--- src/rtl/shift_left_logic_seq.sv ---
// Multi-cycle logical-left shifter (SLL/SLLV) for the EX stage.
// Shifts up to STEP bits per clock under a start/busy/done handshake with ALU-style flags.
module shift_left_logic_seq #(
  parameter int unsigned STEP = 1
) (
  input  logic        clk,
  input  logic        reset,
  input  logic        start,
  input  logic [31:0] T,
  input  logic [4:0]  shamt,
  output logic        busy,
  output logic        done,
  output logic [31:0] Y_lo,
  output logic        C,
  output logic        V,
  output logic        N,
  output logic        Z
);

  localparam int unsigned W  = 32;
  localparam int unsigned SW = 5;

  typedef enum logic [1:0] {IDLE, SHIFT, DONE} state_t;

  state_t        state;
  logic [W-1:0]  acc;
  logic [SW-1:0] rem;

  logic [SW-1:0] step_c;
  logic [W:0]    wide_c;
  logic [SW-1:0] rem_nxt_c;

  // One shift step; bit W of the widened result is the last bit shifted out of bit 31.
  always_comb begin
    step_c    = (rem < SW'(STEP)) ? rem : SW'(STEP);
    wide_c    = {1'b0, acc} << step_c;
    rem_nxt_c = rem - step_c;
  end

  always_ff @(posedge clk) begin
    if (reset) begin
      state <= IDLE;
      acc   <= '0;
      rem   <= '0;
      busy  <= 1'b0;
      done  <= 1'b0;
      Y_lo  <= '0;
      C     <= 1'b0;
      V     <= 1'b0;
      N     <= 1'b0;
      Z     <= 1'b1;
    end else begin
      done <= 1'b0;
      V    <= 1'b0;
      case (state)
        IDLE, DONE: begin
          if (start) begin
            acc <= T;
            rem <= shamt;
            if (shamt == '0) begin
              // Zero shift completes immediately with the operand unchanged and no carry.
              state <= DONE;
              busy  <= 1'b0;
              done  <= 1'b1;
              Y_lo  <= T;
              C     <= 1'b0;
              N     <= T[W-1];
              Z     <= (T == '0);
            end else begin
              state <= SHIFT;
              busy  <= 1'b1;
            end
          end else begin
            state <= IDLE;
            busy  <= 1'b0;
          end
        end
        SHIFT: begin
          acc <= wide_c[W-1:0];
          rem <= rem_nxt_c;
          if (rem_nxt_c == '0) begin
            state <= DONE;
            busy  <= 1'b0;
            done  <= 1'b1;
            Y_lo  <= wide_c[W-1:0];
            C     <= wide_c[W];
            N     <= wide_c[W-1];
            Z     <= (wide_c[W-1:0] == '0);
          end
        end
        default: begin
          state <= IDLE;
          busy  <= 1'b0;
        end
      endcase
    end
  end

endmodule

--- config.mk ---
export PLATFORM = sky130hd
export DESIGN_NAME = shift_left_logic_seq
export DESIGN_NICKNAME = d
export VERILOG_FILES = /design/src/rtl/shift_left_logic_seq.sv
export SDC_FILE = /design/constraint.sdc
export NUM_CORES = 1
export LEC_CHECK = 0
export ABC_AREA = 1
export CORE_ASPECT_RATIO = 1.4
export CORE_MARGIN = 3
export CORE_UTILIZATION = 56
export CTS_CLUSTER_SIZE = 12
export DETAILED_ROUTE_END_ITERATION = 10
export GPL_ROUTABILITY_DRIVEN = 1
export GPL_TIMING_DRIVEN = 0
export PLACE_DENSITY = 0.91
export SLEW_MARGIN = 20
export SYNTH_ARGS = -nofsm -noshare
export SYNTH_HDL_FRONTEND = slang
export SYNTH_SLANG_ARGS = --single-unit
--- constraint.sdc ---
create_clock -name clk -period 4.83 [get_ports clk]
set_clock_uncertainty 0.1 [all_clocks]
set_input_delay 1.2075 -clock clk [delete_from_list [all_inputs] [get_ports clk]]
set_output_delay 1.2075 -clock clk [all_outputs]
set_load 0.02 [all_outputs]
# After elaboration in Yosys (flattened, before gate mapping)
# Cells that the tools add are included.
dict set report op_classes {
  add_sub_neg 1
  n_mul 0
  div_mod_pow 0
  order_cmp 1
  n_eq_ne 5
  n_shift 1
  muxes 33
  n_bitwise 0
  reduce_logical 9
}
# op count
set ops {}
lappend ops {{$mux W32} 4}
lappend ops {{$pmux W32 S2} 2}
lappend ops {{$logic_not A32 Y1} 2}
lappend ops {{$shl A32 B5 Y33} 1}
lappend ops {{$mux W1} 15}
lappend ops {{$logic_not A5 Y1} 2}
lappend ops {{$mux W5} 2}
lappend ops {{$pmux W1 S2} 5}
lappend ops {{$pmux W5 S2} 1}
lappend ops {{$mux W2} 3}
lappend ops {{$ne A2 B2 Y1 const B} 3}
lappend ops {{$lt A5 B1 Y1 const B} 1}
lappend ops {{$sub A5 B5 Y5} 1}
lappend ops {{$pmux W2 S2} 1}
lappend ops {{$reduce_and A4 Y1} 1}
lappend ops {{$eq A2 B1 Y1 const B} 1}
lappend ops {{$eq A2 B2 Y1 const B} 1}
lappend ops {{$logic_not A2 Y1} 1}
lappend ops {{$reduce_and A2 Y1} 1}
lappend ops {{$reduce_bool A2 Y1} 1}
lappend ops {{$reduce_or A2 Y1} 1}
dict set report totals {
  regBits 76
  latch_bits 0
  mem_bits_rw 0
  rom_bits 0
  inputBits 40
  output_inout_bits 38
  word_cells 59
  memories 0
}

# Logic depth before layout (Yosys ltp)
dict set report logic_depth {
  word_depth 6
  depth_mapped 14
  ltp_nobuf 13
}

# Least setup slack after synthesis
# OpenSTA, ideal clock, no wires.
dict set report synth_timing {
  path_kind {input port to flip-flop}
  start {input port start}
  end {register acc[10]}
  setup_time_ps 115
  arrival_time_ps 2182
  required_ps 4615
  setup_slack_ps 2432
  path_stages 8
  path_cell_list {nand2_1 inv_1 nor2_1 buf_2 clkbuf_1 a21oi_1 o21ai_0 inv_1}
}
dict set report synth_between {
  elab_chain_len 2
}
# element line
set synth_rtl {}
lappend synth_rtl {{start, declared} 8} ;# input logic start,
lappend synth_rtl {{$ne A2 B2 Y1 (no line)} -}
lappend synth_rtl {{$reduce_and A2 Y1 (no line)} -}
lappend synth_rtl {{end signal, assigned} 79} ;# acc <= wide_c[W-1:0];
lappend synth_rtl {{end, declared} 26} ;# logic [W-1:0] acc;
# No other way between the ends.
# A chain may end at the register's enable or synchronous reset.

# Worst setup path in the final report
dict set report layout_timing {
  start {input port shamt[0]}
  end {register Y_lo[17]}
}
dict set report layout_between {
  elab_chain_len 3
}
# element line
set layout_rtl {}
lappend layout_rtl {{start, declared} 10} ;# input logic [4:0] shamt,
lappend layout_rtl {{$logic_not A5 Y1} 60} ;# if (shamt == '0) begin
lappend layout_rtl {{$ne A2 B2 Y1 (no line)} -}
lappend layout_rtl {{$reduce_and A4 Y1 (no line)} -}
lappend layout_rtl {{end signal, assigned} 85} ;# Y_lo <= wide_c[W-1:0];
lappend layout_rtl {{end, declared} 13} ;# output logic [31:0] Y_lo,
# No other way between the ends.

==> results.cfg <==
[global_routing]
grt-ovfl-total = 0
grtUsageMet3_pct = 5.03
grt_first_pass_wirelength_mm = 20.2
grt_use_total_pct = 31.7
use_met2_pct = 53.5
grt.busiest_layer = met2
grt_pass1_vias = 4133
grtUsageMet1_pct = 38.5
grt_start_max_net_pins = 13
antenna_found_initial = 0

[timing]
grt_setup_unrepaired = false
finalSetupViolations = 0
worst_pin_slew_ns = 0.604
min_period_ns = 2.92
relSlewSlack_pct = 59.7
slew_viol_final = 0
hold_viol_final = 0
period_share_pct = 60.5
max_freq_mhz = 342
tns_ns = 0
worst_slack_ns = 1.91

[worst_setup_path]
crit_path_start = shamt[0]
crit_arrival_ns = 3.05
worstSetupEndpointType = register
cp_max_fo = 10
worst_ep_required_time_ns = 4.96
critPathKind = in -> reg
r2r-end = Y_lo[17]
start_kind = input pin
critPathCapture = Y_lo[17]
reg2reg_depth = 11
rr_startpoint = rem[3]
r2r_setup_slack_ns = 2.12

[placement]
dpl_cell_area_sq_um = 4740
io_buffers = 75
dp_hpwl_mm = 9.12
place_ws_ns = 1.57
gp_congestion = 0.978
dp_cells = 769

[layout]
nNetsFinal = 729
antenna_cells = 0
n_fill_cell = 587
register_area_sq_um = 1500
fin_cells = 785
multi_input_comb_area_sq_um = 1890
drive_above_1_share_pct = 6.06
fin_area_sq_um = 5020
area_growth_pct = 29.4

[clocking]
ctsResizeCount = 0
cts_sinks = 75
cts_max_path_buffers = 2
cts_tree = done
clk_pin_slew_ns = 0.07
ctsHoldBuffers = 0
postCtsSetupBuffers = 0
htree_levels = 3
numCtsBuffers = 9
root_buffer = clkbuf_8
clkLatencyLatePin_ns = 0.34

[power_and_ir_drop]
power_density_nw_per_um2 = 460
p_leak_nw = 2.34
vdd_drop_max_mv = 0.354

[detailed_routing]
avgViaCountPerCell = 5.58
first_iter_violations = 469
vias = 4383
wl_per_cell_um = 15.9
drc = 0
drtPass1Iterations = 6
drt_wl_total_mm = 12.5
ant_nets = 0

[worst_hold_path]
hp-class = reg -> reg

[yosys]
syn_avg_cell_area_sq_um = 6.44
syn_nets = 643
synthDistinctLibCells = 33
ys_ff_latch = 75
yosys_warnings = 0
yosysSeqAreaShare_pct = 38.7
synth_cells = 602
netlist_area_sq_um = 3880

[floorplanning]
die_w_um = 76.3
core-area_sq_um = 6660
rows = 35
dieArea_sq_um = 7970
dieHeight_um = 104
start_util_pct = 58.3
num_io_pins = 78

[run_status]
status = finished, final reports clean

[flow_run]
maxCapViolCount = 0
==> where the power goes <==
| group | internal (mW) | leakage (nW) | switching [mW] |
|---|---|---|---|
| clock network | 0.424 | 0.137 | 0.232 |
| logic | 0.314 | 1.58 | 0.585 |
| registers | 0.712 | 0.620 | 0.0430 |
==> synthesized netlist by cell type <==
master / number / area (sq um)
nand2_2: 2 / 12.5
buf_1: 2 / 7.51
nor4_1: 8 / 50.1
nor2_1: 89 / 334
nand4_1: 27 / 169
o21ai_2: 2 / 17.5
a211oi_1: 1 / 7.51
or2_2: 1 / 6.26
conb_1: 1 / 3.75
buf_4: 2 / 15.0
nand3_2: 1 / 10.0
clkinv_2: 1 / 5.00
nand3_1: 4 / 20.0
a22oi_1: 1 / 7.51
dfxtp_1: 75 / 1500
o21ai_1: 10 / 50.1
nand2_1: 121 / 454
clkbuf_1: 23 / 86.3
nor2_4: 1 / 11.3
inv_1: 75 / 282
buf_2: 8 / 40.0
a21oi_1: 37 / 185
o21a_1: 1 / 7.51
a21oi_2: 1 / 8.76
nor3_1: 1 / 5.00
a221oi_1: 1 / 8.76
o21ai_0: 94 / 470
o22ai_1: 1 / 6.26
nor2_2: 2 / 12.5
o211ai_1: 2 / 15.0
clkbuf_2: 2 / 10.0
ha_1: 1 / 12.5
buf_6: 4 / 45.0
==> how the worst min path moves through the flow <==
| stage | slack [ns] | start | end | cells past startpoint |
|---|---|---|---|---|
| 6_report | 0.37 | busy | busy | 1 |
| 4_1_cts | 0.38 | busy | busy | 1 |
| 2_1_floorplan | 0.36 | acc[0] | acc[0] | 2 |
| 3_3_place_gp | 0.35 | busy | busy | 1 |
| 5_1_grt | 0.40 | busy | busy | 1 |
| 3_5_place_dp | 0.35 | busy | busy | 1 |
==> flip-flops by register name, summed over array words and instances (netlist names) <==
register,count
state,2
acc,32
Z,1
C,1
done,1
Y_lo,32
rem,5
busy,1
==> cells in the final DEF, fill, tap and decap left out, drive strengths merged <==
master	synthesis	routed
nand2	123	123
o21ai	106	106
nor2	92	92
dfxtp	75	75
inv	75	75
clkdlybuf4s50	0	75
a21oi	38	38
clkbuf	25	37
nand4	27	27
buf	16	16
nor4	8	8
nand3	5	5
bufinv	0	4
o211ai	2	2
a211oi	1	1
o22ai	1	1
a221oi	1	1
nor3	1	1
clkinv	1	1
or2	1	1
o21a	1	1
a22oi	1	1
ha	1	1
conb	1	1
==> routing by layer <==
metal,wire (um),vias to the layer above
met5,0,-
met1,4930,1988
met4,620,0
met2,5980,226
li1,-,2114
met3,971,55
==> worst max-delay path: stages <==
cell	delay (ns)
clkdlybuf4s50_1	0.45
nor2_1	0.12
nand2_1	0.05
nor3_1	0.27
nand2_1	0.09
nand2_1	0.08
nand2_2	0.18
buf_2	0.25
o21ai_0	0.28
nor2_1	0.07
==> through the flow <==
stage          utilization [%]  power, mW  hold slack (ns)
2_1_floorplan                -       1.33            0.357
3_3_place_gp              71.3       1.62            0.351
3_5_place_dp              71.3       1.64            0.353
4_1_cts                   75.4       2.29            0.377
5_1_grt                   75.4       2.43            0.400
6_report                  75.4       2.31            0.373
==> cell type report <==
class,count,share of cell area (%)
multi-input cells,410,37.6
flip-flops and latches,75,29.9
repair buffers,75,15.0
inverters,76,5.71
plain buffers,41,4.06
clock buffers,12,3.09
clock inverters,4,2.39
well taps,92,2.29
==> kinds of logic (layout without fill, tap and decap cells) <==
family | count (synthesis) | count (layout) | share of synthesized area [%]
flops | 75 | 75 | 38.7
fa+ha+maj | 1 | 1 | 0.323
buf+inv | 117 | 208 | 12.6
other cells | 1 | 1 | 0.0967
compound gates | 151 | 151 | 20.2
simple gates | 257 | 257 | 28.0
Power figures use the tool's default switching activity.
